--- src/rtl/core_pkg.sv ---
// rtl/core_pkg.sv - shared core constants: control-word layout, ALUOp codes, register addressing
package core_pkg;

    localparam int CTRL_W     = 7;
    localparam int REG_ADDR_W = 5;

    localparam logic [REG_ADDR_W-1:0] REG_X0 = '0;

    // Control word layout: {RegWrite, MemtoReg, MemRead, MemWrite, ALUSrc, ALUOp[1:0]}
    localparam int CTRL_REGWRITE  = 6;
    localparam int CTRL_MEMTOREG  = 5;
    localparam int CTRL_MEMREAD   = 4;
    localparam int CTRL_MEMWRITE  = 3;
    localparam int CTRL_ALUSRC    = 2;
    localparam int CTRL_ALUOP     = 0;
    localparam int CTRL_ALUOP_MSB = 1;

    typedef enum logic [1:0] {
        ALUOP_ADD    = 2'b00,
        ALUOP_BRANCH = 2'b01,
        ALUOP_RTYPE  = 2'b10,
        ALUOP_ITYPE  = 2'b11
    } aluop_e;

endpackage

--- src/rtl/id_ex_stage_if.sv ---
// rtl/id_ex_stage_if.sv - ID-side inputs and EX-side outputs of the ID/EX pipeline register
interface id_ex_stage_if
    import core_pkg::*;
#(
    parameter int DATA_W = 32,
    parameter int CNT_W  = 16
);
    logic                  id_valid_i;
    logic [REG_ADDR_W-1:0] id_rs1_i;
    logic [REG_ADDR_W-1:0] id_rs2_i;
    logic [REG_ADDR_W-1:0] id_rd_i;
    logic                  id_use_rs1_i;
    logic                  id_use_rs2_i;
    logic [DATA_W-1:0]     id_rs1_data_i;
    logic [DATA_W-1:0]     id_rs2_data_i;
    logic [DATA_W-1:0]     id_imm_i;
    logic [9:0]            id_funct_i;
    logic [CTRL_W-1:0]     id_ctrl_i;
    logic                  flush_i;
    logic                  hold_i;

    logic                  ex_valid_o;
    logic [REG_ADDR_W-1:0] ex_rs1_o;
    logic [REG_ADDR_W-1:0] ex_rs2_o;
    logic [REG_ADDR_W-1:0] ex_rd_o;
    logic [DATA_W-1:0]     ex_rs1_data_o;
    logic [DATA_W-1:0]     ex_rs2_data_o;
    logic [DATA_W-1:0]     ex_imm_o;
    logic [9:0]            ex_funct_o;
    logic [CTRL_W-1:0]     ex_ctrl_o;
    logic                  hazard_o;
    logic                  stall_o;
    logic [CNT_W-1:0]      stall_cnt_o;

    modport master (
        output id_valid_i, id_rs1_i, id_rs2_i, id_rd_i, id_use_rs1_i, id_use_rs2_i,
               id_rs1_data_i, id_rs2_data_i, id_imm_i, id_funct_i, id_ctrl_i,
               flush_i, hold_i,
        input  ex_valid_o, ex_rs1_o, ex_rs2_o, ex_rd_o, ex_rs1_data_o, ex_rs2_data_o,
               ex_imm_o, ex_funct_o, ex_ctrl_o, hazard_o, stall_o, stall_cnt_o
    );

    modport slave (
        input  id_valid_i, id_rs1_i, id_rs2_i, id_rd_i, id_use_rs1_i, id_use_rs2_i,
               id_rs1_data_i, id_rs2_data_i, id_imm_i, id_funct_i, id_ctrl_i,
               flush_i, hold_i,
        output ex_valid_o, ex_rs1_o, ex_rs2_o, ex_rd_o, ex_rs1_data_o, ex_rs2_data_o,
               ex_imm_o, ex_funct_o, ex_ctrl_o, hazard_o, stall_o, stall_cnt_o
    );
endinterface

--- src/rtl/hazard_detect.sv ---
// rtl/hazard_detect.sv - combinational load-use hazard check of one ID instruction against one EX load
module hazard_detect
    import core_pkg::*;
(
    input  logic                  id_valid,
    input  logic [REG_ADDR_W-1:0] id_rs1,
    input  logic [REG_ADDR_W-1:0] id_rs2,
    input  logic                  id_use_rs1,
    input  logic                  id_use_rs2,
    input  logic                  ex_valid,
    input  logic                  ex_mem_read,
    input  logic [REG_ADDR_W-1:0] ex_rd,
    output logic                  hazard
);
    logic rs1_match;
    logic rs2_match;

    assign rs1_match = id_use_rs1 && (id_rs1 == ex_rd);
    assign rs2_match = id_use_rs2 && (id_rs2 == ex_rd);

    // A load into x0 never produces a value, so nothing can depend on it.
    assign hazard = id_valid && ex_valid && ex_mem_read && (ex_rd != REG_X0)
                    && (rs1_match || rs2_match);
endmodule

--- src/rtl/id_ex_stage.sv ---
// rtl/id_ex_stage.sv - ID/EX pipeline register with load-use bubble insertion and stall counter
module id_ex_stage
    import core_pkg::*;
#(
    parameter int DATA_W = 32,
    parameter int CNT_W  = 16
) (
    input  logic          clk_i,
    input  logic          rst_i,
    id_ex_stage_if.slave  bus
);
    localparam logic [CNT_W-1:0] CNT_MAX = '1;

    logic                  ex_valid_q;
    logic [REG_ADDR_W-1:0] ex_rs1_q;
    logic [REG_ADDR_W-1:0] ex_rs2_q;
    logic [REG_ADDR_W-1:0] ex_rd_q;
    logic [DATA_W-1:0]     ex_rs1_data_q;
    logic [DATA_W-1:0]     ex_rs2_data_q;
    logic [DATA_W-1:0]     ex_imm_q;
    logic [9:0]            ex_funct_q;
    logic [CTRL_W-1:0]     ex_ctrl_q;
    logic [CNT_W-1:0]      stall_cnt_q;

    logic hazard;
    logic load_bubble;
    logic capture;
    logic count_hazard;

    hazard_detect u_hazard_detect (
        .id_valid    (bus.id_valid_i),
        .id_rs1      (bus.id_rs1_i),
        .id_rs2      (bus.id_rs2_i),
        .id_use_rs1  (bus.id_use_rs1_i),
        .id_use_rs2  (bus.id_use_rs2_i),
        .ex_valid    (ex_valid_q),
        .ex_mem_read (ex_ctrl_q[CTRL_MEMREAD]),
        .ex_rd       (ex_rd_q),
        .hazard      (hazard)
    );

    // Flush beats hold beats hazard; only a hazard that actually inserts a bubble is counted.
    assign load_bubble  = bus.flush_i || (!bus.hold_i && hazard);
    assign capture      = !bus.flush_i && !bus.hold_i && !hazard;
    assign count_hazard = !bus.flush_i && !bus.hold_i && hazard;

    always_ff @(posedge clk_i or negedge rst_i) begin
        if (!rst_i) begin
            ex_valid_q    <= 1'b0;
            ex_rs1_q      <= '0;
            ex_rs2_q      <= '0;
            ex_rd_q       <= '0;
            ex_rs1_data_q <= '0;
            ex_rs2_data_q <= '0;
            ex_imm_q      <= '0;
            ex_funct_q    <= '0;
            ex_ctrl_q     <= '0;
        end else if (load_bubble) begin
            ex_valid_q    <= 1'b0;
            ex_rs1_q      <= '0;
            ex_rs2_q      <= '0;
            ex_rd_q       <= '0;
            ex_rs1_data_q <= '0;
            ex_rs2_data_q <= '0;
            ex_imm_q      <= '0;
            ex_funct_q    <= '0;
            ex_ctrl_q     <= '0;
        end else if (capture) begin
            ex_valid_q    <= bus.id_valid_i;
            ex_rs1_q      <= bus.id_rs1_i;
            ex_rs2_q      <= bus.id_rs2_i;
            ex_rd_q       <= bus.id_rd_i;
            ex_rs1_data_q <= bus.id_rs1_data_i;
            ex_rs2_data_q <= bus.id_rs2_data_i;
            ex_imm_q      <= bus.id_imm_i;
            ex_funct_q    <= bus.id_funct_i;
            // An empty ID slot must never carry side-effecting control into EX.
            ex_ctrl_q     <= bus.id_valid_i ? bus.id_ctrl_i : '0;
        end
    end

    always_ff @(posedge clk_i or negedge rst_i) begin
        if (!rst_i) begin
            stall_cnt_q <= '0;
        end else if (count_hazard && (stall_cnt_q != CNT_MAX)) begin
            stall_cnt_q <= stall_cnt_q + CNT_W'(1);
        end
    end

    assign bus.ex_valid_o    = ex_valid_q;
    assign bus.ex_rs1_o      = ex_rs1_q;
    assign bus.ex_rs2_o      = ex_rs2_q;
    assign bus.ex_rd_o       = ex_rd_q;
    assign bus.ex_rs1_data_o = ex_rs1_data_q;
    assign bus.ex_rs2_data_o = ex_rs2_data_q;
    assign bus.ex_imm_o      = ex_imm_q;
    assign bus.ex_funct_o    = ex_funct_q;
    assign bus.ex_ctrl_o     = ex_ctrl_q;
    assign bus.hazard_o      = hazard;
    assign bus.stall_o       = hazard || bus.hold_i;
    assign bus.stall_cnt_o   = stall_cnt_q;
endmodule

--- src/flat_wrapper.sv ---
// flat-port wrapper written by rule: the top's interface ports become plain ports
module id_ex_stage_flat import core_pkg::*;
#(
    parameter int DATA_W = 32,
    parameter int CNT_W  = 16
)
  (clk_i, rst_i, bus_id_valid_i, bus_id_rs1_i, bus_id_rs2_i, bus_id_rd_i, bus_id_use_rs1_i, bus_id_use_rs2_i, bus_id_rs1_data_i, bus_id_rs2_data_i, bus_id_imm_i, bus_id_funct_i, bus_id_ctrl_i, bus_flush_i, bus_hold_i, bus_ex_valid_o, bus_ex_rs1_o, bus_ex_rs2_o, bus_ex_rd_o, bus_ex_rs1_data_o, bus_ex_rs2_data_o, bus_ex_imm_o, bus_ex_funct_o, bus_ex_ctrl_o, bus_hazard_o, bus_stall_o, bus_stall_cnt_o);
  id_ex_stage_if #(.DATA_W(DATA_W), .CNT_W(CNT_W)) bus_i ();
  input  logic clk_i;
  input  logic rst_i;
  input wire logic [$bits(bus_i.id_valid_i)-1:0] bus_id_valid_i;
  input wire logic [$bits(bus_i.id_rs1_i)-1:0] bus_id_rs1_i;
  input wire logic [$bits(bus_i.id_rs2_i)-1:0] bus_id_rs2_i;
  input wire logic [$bits(bus_i.id_rd_i)-1:0] bus_id_rd_i;
  input wire logic [$bits(bus_i.id_use_rs1_i)-1:0] bus_id_use_rs1_i;
  input wire logic [$bits(bus_i.id_use_rs2_i)-1:0] bus_id_use_rs2_i;
  input wire logic [$bits(bus_i.id_rs1_data_i)-1:0] bus_id_rs1_data_i;
  input wire logic [$bits(bus_i.id_rs2_data_i)-1:0] bus_id_rs2_data_i;
  input wire logic [$bits(bus_i.id_imm_i)-1:0] bus_id_imm_i;
  input wire logic [$bits(bus_i.id_funct_i)-1:0] bus_id_funct_i;
  input wire logic [$bits(bus_i.id_ctrl_i)-1:0] bus_id_ctrl_i;
  input wire logic [$bits(bus_i.flush_i)-1:0] bus_flush_i;
  input wire logic [$bits(bus_i.hold_i)-1:0] bus_hold_i;
  output wire logic [$bits(bus_i.ex_valid_o)-1:0] bus_ex_valid_o;
  output wire logic [$bits(bus_i.ex_rs1_o)-1:0] bus_ex_rs1_o;
  output wire logic [$bits(bus_i.ex_rs2_o)-1:0] bus_ex_rs2_o;
  output wire logic [$bits(bus_i.ex_rd_o)-1:0] bus_ex_rd_o;
  output wire logic [$bits(bus_i.ex_rs1_data_o)-1:0] bus_ex_rs1_data_o;
  output wire logic [$bits(bus_i.ex_rs2_data_o)-1:0] bus_ex_rs2_data_o;
  output wire logic [$bits(bus_i.ex_imm_o)-1:0] bus_ex_imm_o;
  output wire logic [$bits(bus_i.ex_funct_o)-1:0] bus_ex_funct_o;
  output wire logic [$bits(bus_i.ex_ctrl_o)-1:0] bus_ex_ctrl_o;
  output wire logic [$bits(bus_i.hazard_o)-1:0] bus_hazard_o;
  output wire logic [$bits(bus_i.stall_o)-1:0] bus_stall_o;
  output wire logic [$bits(bus_i.stall_cnt_o)-1:0] bus_stall_cnt_o;
  assign bus_i.id_valid_i = bus_id_valid_i;
  assign bus_i.id_rs1_i = bus_id_rs1_i;
  assign bus_i.id_rs2_i = bus_id_rs2_i;
  assign bus_i.id_rd_i = bus_id_rd_i;
  assign bus_i.id_use_rs1_i = bus_id_use_rs1_i;
  assign bus_i.id_use_rs2_i = bus_id_use_rs2_i;
  assign bus_i.id_rs1_data_i = bus_id_rs1_data_i;
  assign bus_i.id_rs2_data_i = bus_id_rs2_data_i;
  assign bus_i.id_imm_i = bus_id_imm_i;
  assign bus_i.id_funct_i = bus_id_funct_i;
  assign bus_i.id_ctrl_i = bus_id_ctrl_i;
  assign bus_i.flush_i = bus_flush_i;
  assign bus_i.hold_i = bus_hold_i;
  assign bus_ex_valid_o = bus_i.ex_valid_o;
  assign bus_ex_rs1_o = bus_i.ex_rs1_o;
  assign bus_ex_rs2_o = bus_i.ex_rs2_o;
  assign bus_ex_rd_o = bus_i.ex_rd_o;
  assign bus_ex_rs1_data_o = bus_i.ex_rs1_data_o;
  assign bus_ex_rs2_data_o = bus_i.ex_rs2_data_o;
  assign bus_ex_imm_o = bus_i.ex_imm_o;
  assign bus_ex_funct_o = bus_i.ex_funct_o;
  assign bus_ex_ctrl_o = bus_i.ex_ctrl_o;
  assign bus_hazard_o = bus_i.hazard_o;
  assign bus_stall_o = bus_i.stall_o;
  assign bus_stall_cnt_o = bus_i.stall_cnt_o;
  id_ex_stage #(.DATA_W(DATA_W), .CNT_W(CNT_W)) u_core (.clk_i(clk_i), .rst_i(rst_i), .bus(bus_i));
endmodule
--- config.mk ---
export PLATFORM = sky130hd
export DESIGN_NAME = id_ex_stage_flat
export DESIGN_NICKNAME = d
export VERILOG_FILES = /design/src/rtl/core_pkg.sv /design/src/rtl/id_ex_stage_if.sv /design/src/rtl/hazard_detect.sv /design/src/rtl/id_ex_stage.sv /design/src/flat_wrapper.sv
export SDC_FILE = /design/constraint.sdc
export NUM_CORES = 1
export LEC_CHECK = 0
export CAP_MARGIN = 5
export CORE_ASPECT_RATIO = 0.75
export CORE_MARGIN = 4
export CORE_UTILIZATION = 40
export CTS_BUF_LIST = sky130_fd_sc_hd__clkbuf_8
export DETAILED_ROUTE_END_ITERATION = 8
export GPL_TIMING_DRIVEN = 0
export PLACE_DENSITY_LB_ADDON = 0.25
export SKIP_LAST_GASP = 1
export SLEW_MARGIN = 20
export SYNTH_ARGS = -nofsm -noshare
export SYNTH_HDL_FRONTEND = slang
export SYNTH_SLANG_ARGS = --single-unit
--- constraint.sdc ---
create_clock -name clk_i -period 3.7 [get_ports clk_i]
set_clock_uncertainty 0.05 [all_clocks]
set_input_delay 0.37 -clock clk_i [delete_from_list [all_inputs] [get_ports clk_i]]
set_output_delay 0.37 -clock clk_i [all_outputs]
set_load 0.02 [all_outputs]
Yosys cells after proc, flatten, opt, wreduce, memory -nomap -nowiden

Index checks and enable logic that the tools add are counted.

Bits in registers: 145
Bits in latches: 0
Memory bits (writable): 0
ROM bits: 0
Bits of input ports: 135
Memories: 0

Add/sub/neg operators: 1
Multiply operators: 0
Divide/modulo/power cells: 0
$lt $le $gt $ge: 0
Equal/unequal tests: 3
Shifts and indexed selects: 0
Multiplexer cells: 19
Bitwise operators: 0
Reductions and logical operators: 19

Operator list:

| cell                                           | number |
|---|---|
| two-way mux 32 bit                             | 6 |
| two-way mux 5 bit                              | 6 |
| two-way mux 7 bit                              | 3 |
| two-way mux 10 bit                             | 2 |
| adder 16 x 1 -> 16 bit (second input constant) | 1 |
| != test 16 bit (second input constant)         | 1 |
| logical AND 1 bit                              | 11 |
| equality test 5 bit                            | 2 |
| nonzero test 5 bit                             | 1 |
| logical NOT 1 bit                              | 3 |
| logical OR 1 bit                               | 3 |
| two-way mux 1 bit                              | 2 |
| nonzero test 2 bit                             | 1 |

Logic depth before layout (Yosys ltp)

Word-level depth: 8
Gate-level depth with buffers: 7
Mapped depth without buffers: 6

Modules after synthesis

A second synthesis with hierarchy kept.

Cell total of the unflattened synthesis: 380
Area, all modules: 5,449.0 µm²

Modules (own cells, without submodules):

| module        | instances | cells each | area an instance (µm²) | sequential area each (µm²) |
|---|---|---|---|---|
| id_ex_stage   | 1         | 363        | 5,317.6                | 3,628.5 |
| hazard_detect | 1         | 17         | 131.4                  | 0.0 |

Worst setup path after synthesis

No wires, ideal clock.

Kind: register to output
Start: register u_core.ex_rd_q[1] (netlist: u_core.bus.ex_rd_o[1])
End: output bus_stall_o
Data arrival time: 1.813 ns
Required time: 3.280 ns
Slack: 1.467 ns
Cell stages (with the launch flop): 5
Path buffers: 0
Path through: dfrtp_1 -> or4_1 -> o21a_1 -> and2_1 -> or2_2

Word-level cells in the longest chain between the ends: 5
Elaborated cells between the ends (all ways): 9
Classes of those cells: eq/ne: 2; reduce/logical: 7

Ends and longest elaborated chain:

| item                                          | line                                     | RTL |
|---|---|---|
| start, declared                               | id_ex_stage.sv:17                        | `logic [REG_ADDR_W-1:0] ex_rd_q;` |
| start signal, assigned                        | id_ex_stage.sv:72                        | `ex_rd_q <= bus.id_rd_i;` |
| equality test 5 bit, on equally long branches | hazard_detect.sv:18, hazard_detect.sv:19 |  |
| logical AND 1 bit, on equally long branches   | hazard_detect.sv:18, hazard_detect.sv:19 |  |
| logical OR 1 bit                              | hazard_detect.sv:23                      | `&& (rs1_match \|\| rs2_match);` |
| logical AND 1 bit *                           | hazard_detect.sv:23                      |  |
| via bus_hazard_o                              | flat_wrapper.sv:33                       | `output wire logic [$bits(bus_i.hazard_o)-1:0] bus_hazard_o;` |
| logical OR 1 bit *                            | id_ex_stage.sv:100                       | `assign bus.stall_o = hazard \|\| bus.hold_i;` |
| end, declared                                 | flat_wrapper.sv:34                       | `output wire logic [$bits(bus_i.stall_o)-1:0] bus_stall_o;` |

The timed path passes the listed nets; every way through them passes the cells marked *.

Worst setup path in the final report

Start: register u_core.ex_rd_q[0] (netlist: u_core.bus.ex_rd_o[0])
End: output bus_stall_o

Word-level cells in the longest chain between the ends: 5
Elaborated cells between the ends (all ways): 9
Classes of those cells: eq/ne: 2; reduce/logical: 7

Ends and longest elaborated chain:

| item                                          | line |
|---|---|
| equality test 5 bit, on equally long branches | hazard_detect.sv:18, hazard_detect.sv:19 |
| logical AND 1 bit, on equally long branches   | hazard_detect.sv:18, hazard_detect.sv:19 |
| logical OR 1 bit                              | hazard_detect.sv:23 |
| logical AND 1 bit *                           | hazard_detect.sv:23 |
| logical OR 1 bit *                            | id_ex_stage.sv:100 |

Every way passes the cells marked *; elsewhere a longest branch is shown, timed or not.

==> impl_metrics.py <==
metrics = {
    "critical_path": {
        "worstPathArrival_ps": 2720,
        "worstPathRequired_ps": 3280,
        "crit_path_top_delay_cell": "clkdlybuf4s50_1",
        "cpPeakStageDelay_ps": 610,
        "start_kind": "flop",
        "cp_max_fo": 10,
        "endpoint_kind": "primary output",
        "crit_chain": "xnor2_1 > nand4_1 > o22ai_2 > and2_1 > or2_2 > clkdlybuf4s50_1",
        "crit_type": "flop to primary output",
        "critPathTopFamily": "buffers and inverters",
        "path_buf_inv": 1,
    },
    "clock_network": {
        "clkTransAtPathRegs_ps": 80,
        "cts_tree": "done",
        "cts_resized": 0,
        "hold_buffers": 1,
        "cts_made_buffers": 17,
        "max-clock-path-buffers": 2,
        "post_cts_buffers": 0,
        "cts-root-buf": "clkbuf_8",
        "clock_sinks": 145,
        "htree_levels": 4,
        "clk_latency_ps": 440,
    },
    "sta": {
        "worst_slew_pin_slew_ps": 685,
        "setup_viol": 0,
        "drv_slew": 0,
        "finalHoldViolations": 0,
        "setup_ws_ps": 556,
        "fmax_mhz": 318,
        "slew_headroom_pct": 53.9,
        "rsz0062_at_grt": "false",
        "fin_crit_ps": 3140,
        "fin_crit_sh_pct": 85.0,
    },
    "drt": {
        "detail_route.first_pass.iterations": 4,
        "drcViolationCount": 0,
        "wl_um": 17400,
        "post_drt_via_cell_ratio": 5.19,
        "postRouteAntennaNets": 0,
        "wire_per_inst_um": 19.9,
        "num_vias": 4531,
        "drt_iter0_drc": 214,
    },
    "yosys": {
        "ys_seq_area_share_pct": 65.4,
        "synth_edf_count": 0,
        "synth_most_common_cell": "dfrtp_1",
        "synth_area_leaders": "dfrtp_1 (65%), a22o_1 (19%), xnor2_1 (3.5%)",
        "synth-seq-cells": 145,
        "syn_area_sq_um": 5540,
        "syn_area_per_cell_sq_um": 14.3,
        "synth_commonest_cells": "dfrtp_1 (145), a22o_1 (122), xnor2_1 (22)",
        "synth.distinct_cells": 29,
        "synth_flop_cell": "dfrtp_1",
        "async_reset_ff_share_pct": 100,
        "syn_nets": 525,
        "yosysTopAreaCell": "dfrtp_1",
        "synth_top_cell_area_share_pct": 65.4,
        "yosys_warnings": 0,
        "syn_inst": 389,
    },
    "finish": {
        "finalInstanceArea_sq_um": 9050,
        "drive_gt1_share_pct": 7.55,
        "final_core_util_pct": 68.1,
        "final_nets": 826,
        "fin_cells": 873,
        "num_antenna_cells": 0,
        "syn_to_final_growth_pct": 63.2,
    },
    "floorplanning": {
        "die_w_um": 144,
        "die_y_um": 110,
        "coreArea_sq_um": 13300,
        "std_cell_rows": 36,
        "start_util_pct": 41.7,
        "fp.dieArea_sq_um": 15800,
        "io_pins": 282,
    },
    "place": {
        "numPortBuffers": 280,
        "dp_hpwl_um": 12700,
        "preCtsSetupSlack_ps": 703,
        "placed_area_sq_um": 8590,
        "place.gp.congestion": 0.845,
        "dp.cells": 841,
    },
    "global_route": {
        "grt.total_usage_pct": 22.0,
        "overflow": 0,
        "grt_pass1_vias": 4764,
        "antenna_found_initial": 0,
        "grt_max_degree": 99,
        "grt_pass1_wl_um": 26300,
    },
    "status": {
        "outcome": "finished clean",
    },
    "flow_run": {
        "drv_cap": 0,
    },
    "pwr": {
        "leakage_nw": 3.93,
        "ir_drop_mv": 0.253,
        "pwr_density_cell_nw_per_um2": 411,
    },
    "worst_hold_path": {
        "hold_class": "input port to flop",
    },
}
[cell type report]
cell class | instances | area, sq um
tap | 171 | 214
sequential | 145 | 3630
clock buffer | 21 | 289
clock inverter | 10 | 158
multi-input combinational | 212 | 1700
inverter | 1 | 3.75
timing repair buffer | 282 | 2850
buffer | 31 | 216
fill | 937 | 4240
[worst register-to-register path, stage by stage (launching register included)]
cell,delay (ps)
dfrtp_1,460
or4_1,600
o211ai_1,320
a21oi_1,210
nand2_1,180
mux2_2,340
[per-layer routing]
layer,vias to the layer above,track usage [%],share of wire [%]
met4,2,7.26,1.6
met5,-,0,0.035
met3,19,8.04,8.9
li1,2088,-,-
met1,2217,28.4,43
met2,205,34.6,47
[sequential cells by signal, indices dropped and copies added, names as in the netlist]
| signal | flops |
|---|---|
| u_core.bus.ex_imm_o | 32 |
| u_core.bus.stall_cnt_o | 16 |
| u_core.bus.ex_valid_o | 1 |
| u_core.bus.ex_rs2_data_o | 32 |
| u_core.bus.ex_rs1_o | 5 |
| u_core.bus.ex_rs2_o | 5 |
| u_core.bus.ex_rd_o | 5 |
| u_core.bus.ex_funct_o | 10 |
| u_core.bus.ex_rs1_data_o | 32 |
| u_core.bus.ex_ctrl_o | 7 |
[per-stage QoR]
step | hold slack, ps | setup TNS (ps) | power [mW]
after global placement | 425 | -476470 | 2.35
after global routing | 239 | 0 | 3.87
after detailed placement | 237 | 0 | 2.36
after CTS | 220 | 0 | 3.76
after floorplan | 24.4 | 0 | 1.97
final | 264 | 0 | 3.72
[cells by family after synthesis]
family	count (synthesis)	share of synthesized area (%)
xor+xnor	22	3.48
compound gates	138	21.7
buf+inv	32	3.97
mux	2	0.406
flops	145	65.4
fa+ha+maj	1	0.226
simple gates	49	4.74
[worst paths after layout]
path	from	to	slack [ps]	cells after the start
min reg2reg	u_core.bus.ex_ctrl_o[0]	u_core.bus.ex_ctrl_o[0]	450	1
max in group asynchronous	rst_i	u_core.bus.stall_cnt_o[3]	2420	3
max reg2reg	u_core.bus.ex_rd_o[2]	u_core.bus.stall_cnt_o[1]	1420	5
min in group asynchronous	rst_i	u_core.bus.ex_imm_o[29]	360	2
max	u_core.bus.ex_rd_o[0]	bus_stall_o	560	6
min	bus_id_valid_i	u_core.bus.ex_valid_o	260	2
[layout by cell type (no fill, tap or decap), types with 2 or more instances in the layout]
master,n
a21oi_1,3
a22o_1,122
a31oi_1,2
a32o_1,7
and2_1,3
and3_1,7
buf_2,2
buf_4,2
buf_6,12
bufinv_16,4
clkbuf_1,15
clkbuf_8,21
clkdlybuf4s50_1,279
clkinv_2,2
clkinvlp_4,2
dfrtp_1,145
inv_1,2
mux2_2,2
nand2_1,8
nand3_1,11
nand4_1,7
nor2_1,4
nor2b_1,2
nor3_1,2
nor4_1,2
xnor2_1,22
[report_power, final]
group	switching [mW]	internal, mW
clock network	0.583	0.800
registers	0.0524	1.66
logic	0.276	0.344
total	0.912	2.81
No activity file was read; power rests on OpenSTA's default activity.
==> patch, RTL diff (same flow settings) <==
`REG_X0`: '0 -> 1.
--- a/src/rtl/core_pkg.sv
+++ b/src/rtl/core_pkg.sv
@@ -4,7 +4,7 @@
     localparam int CTRL_W     = 7;
     localparam int REG_ADDR_W = 5;
 
-    localparam logic [REG_ADDR_W-1:0] REG_X0 = '0;
+    localparam logic [REG_ADDR_W-1:0] REG_X0 = 1;
 
     // Control word layout: {RegWrite, MemtoReg, MemRead, MemWrite, ALUSrc, ALUOp[1:0]}
     localparam int CTRL_REGWRITE  = 6;
Formal check against the unedited RTL: not equivalent (a bounded check fails within 4 cycles, from zero or initial values and one cycle with rst_i low).
==> patch against the original RTL <==
Routed wire length grew 0.97%. Power decreased by 4.6%. Combinational power hardly changed. Die area up 1.1%. Non-clock buffer count rose by 1. Design area barely moved. Critical endpoint unchanged. Sequential share of layout area about the same. Hold slack worse by 0.0032 ns. Synthesized cell count increased by 1.0%. Synthesized area grew 1.1%. Sequential cell count unchanged. Worst setup slack improved by 0.0045 ns.
==> patch: results (changes against the original RTL) <==
stage,metric,value,unit,change
timing,Worst Tran Pin Value,0.688,ns,was 0.685 ns
synth,"Seq/Total Area, Yosys",64.7,%,was 65.4%
grt,total global routing track utilization,21.8,%,was 22.0%
place,pre-CTS setup slack,0.737,ns,was 0.703 ns
grt,first-pass GRT wire length,27.1,mm,was 26.3 mm
clocking,Clock transition at path regs,0.07,ns,
cells_and_area,share of cells above drive strength 1,6.95,%,was 7.55%
worst_setup_path,CP Launch Type,flip-flop,,unchanged
place,GPL Wtd Cong,0.801,,was 0.845
synth,Yosys Warn Count,0,,unchanged
status,run status,"complete, no violations",,unchanged
job,max_cap viols,0,,unchanged
synth,post-synthesis cell type count,32,,was 29
synth,"Net Count, Synth",529,,was 525
detailed_routing,first drt pass iteration count,4,,unchanged
synth,leading post-synthesis cells by cell area,"dfrtp_1 (65%), a22o_1 (19%), xnor2_1 (3.7%)",,"was dfrtp_1 (65%), a22o_1 (19%), xnor2_1 (3.5%)"
worst_setup_path,maximum net fanout on the critical path,5,,was 10
clocking,clk root buf,clkbuf_8,,unchanged
place,IO Port Bufs,280,,unchanged
grt,initial antenna violation count,0,,unchanged
cells_and_area,fin nets,830,,was 826
synth,ys async rst share,100,%,unchanged
pwr,VDD IR max,0.000232,V,was 0.000253 V
place,dpl cell area,8660,µm²,was 8590 µm²
worst_setup_path,CP arrival,2.72,ns,about the same
worst_setup_path,FF-to-FF Start,u_core.bus.ex_rd_o[2],,unchanged
clocking,htree depth,4,,unchanged
detailed_routing,vias post-DR,4629,,"was 4,531"
cells_and_area,Antenna Cells,0,,unchanged
clocking,Clock Tree Buf Depth,2,,unchanged
timing,final slew viol count,0,,unchanged
synth,most frequent cells after synthesis,"dfrtp_1 (145), a22o_1 (122), xnor2_1 (24)",,"was dfrtp_1 (145), a22o_1 (122), xnor2_1 (22)"
clocking,Worst-Skew Late Latency,0.43,ns,
worst_hold_path,hold path startpoint,bus_id_valid_i,,unchanged
worst_hold_path,hold crit path type,input port to flip-flop,,unchanged
place,HPWL after DPL,13.3,mm,was 12.7 mm
detailed_routing,routed wire length per instance,19.9,µm,about the same
grt,vias in the first global route,4933,,"was 4,764"
pwr,Leak Pwr,0.00394,µW,was 0.00393 µW
grt,largest net degree at the start of global routing,80,,was 99
clocking,Resized cells post-CTS,0,,unchanged
clocking,TritonCTS Buffers,17,,unchanged
detailed_routing,starting DRC count in detailed routing,170,,was 214
[patch: cell types whose count changed in the layout (fill, tap and decap cells not counted), sizes merged, moves of 2 or more]
cell	change
and3	-4
nor3	+3
a31oi	-2
bufinv	-2
inv	+2
nand4	+2
xnor2	+2
[patch: kinds of logic (layout without fill, tap and decap cells)]
group                      count (synthesis)  count (layout)  synth area share, %
DFF                                      145             145                 64.7
xor gates and xnor gates                  24              24                 3.75
AOI/OAI and AO/OA                        137             137                 21.4
adders and majority gates                  1               1                0.223
buffers and inverters                     32             344                 4.60
muxes                                      1               1                0.201
and+or+nand+nor                           53              53                 5.07
[patch: critical path, cell delays in order (launching register included)]
cell	delay [ns]
dfrtp_1	0.46
or4b_1	0.59
o21a_1	0.24
and2_1	0.19
or2_2	0.27
clkdlybuf4s50_1	0.54
[patch: repair_timing]
item	in CTS	in global routing
hold buffers	1	0
buffers inserted	0	0
endpoints found under the hold margin	66	0
[patch: per-layer routing]
layer	vias up	part of all wire [%]	track usage, %
met5	-	0	0
met4	0	1.2	6.09
met3	14	9.0	7.79
met2	206	48	35.4
met1	2305	42	27.6
li1	2104	-	-
[patch: metrics by stage]
step	setup TNS [ns]	utilization, %	hold WS, ns	std cells
6_report	0	66.1	0.261	880
5_1_grt	0	66.1	0.233	880
4_1_cts	0	66.1	0.218	880
3_5_place_dp	0	63.2	0.302	849
3_3_place_gp	-481.95	63.0	0.425	848
2_1_floorplan	0	-	0.0244	393
[patch: path summary, 6_finish.rpt]
kind	to	depth (start not counted)	slack (ns)
min in group asynchronous	u_core.bus.ex_rs2_data_o[15]	2	0.41
max reg2reg	u_core.bus.stall_cnt_o[1]	5	1.41
min reg2reg	u_core.bus.ex_ctrl_o[3]	1	0.44
max in group asynchronous	u_core.bus.ex_rd_o[4]	3	2.42
max	bus_stall_o	5	0.56
min	u_core.bus.ex_valid_o	2	0.26
[patch: power breakdown]
group          switching (µW)  internal [µW]
combinational             279            343
clock                     560            652
sequential               50.7           1660
[patch: cell type report]
type / instances / area (µm²)
fill: 1055 / 4650
buffer: 32 / 258
clock inverter: 9 / 92.6
tap: 175 / 219
sequential: 145 / 3630
clock buffer: 21 / 289
multi-input combinational: 216 / 1720
timing repair buffer: 282 / 2850
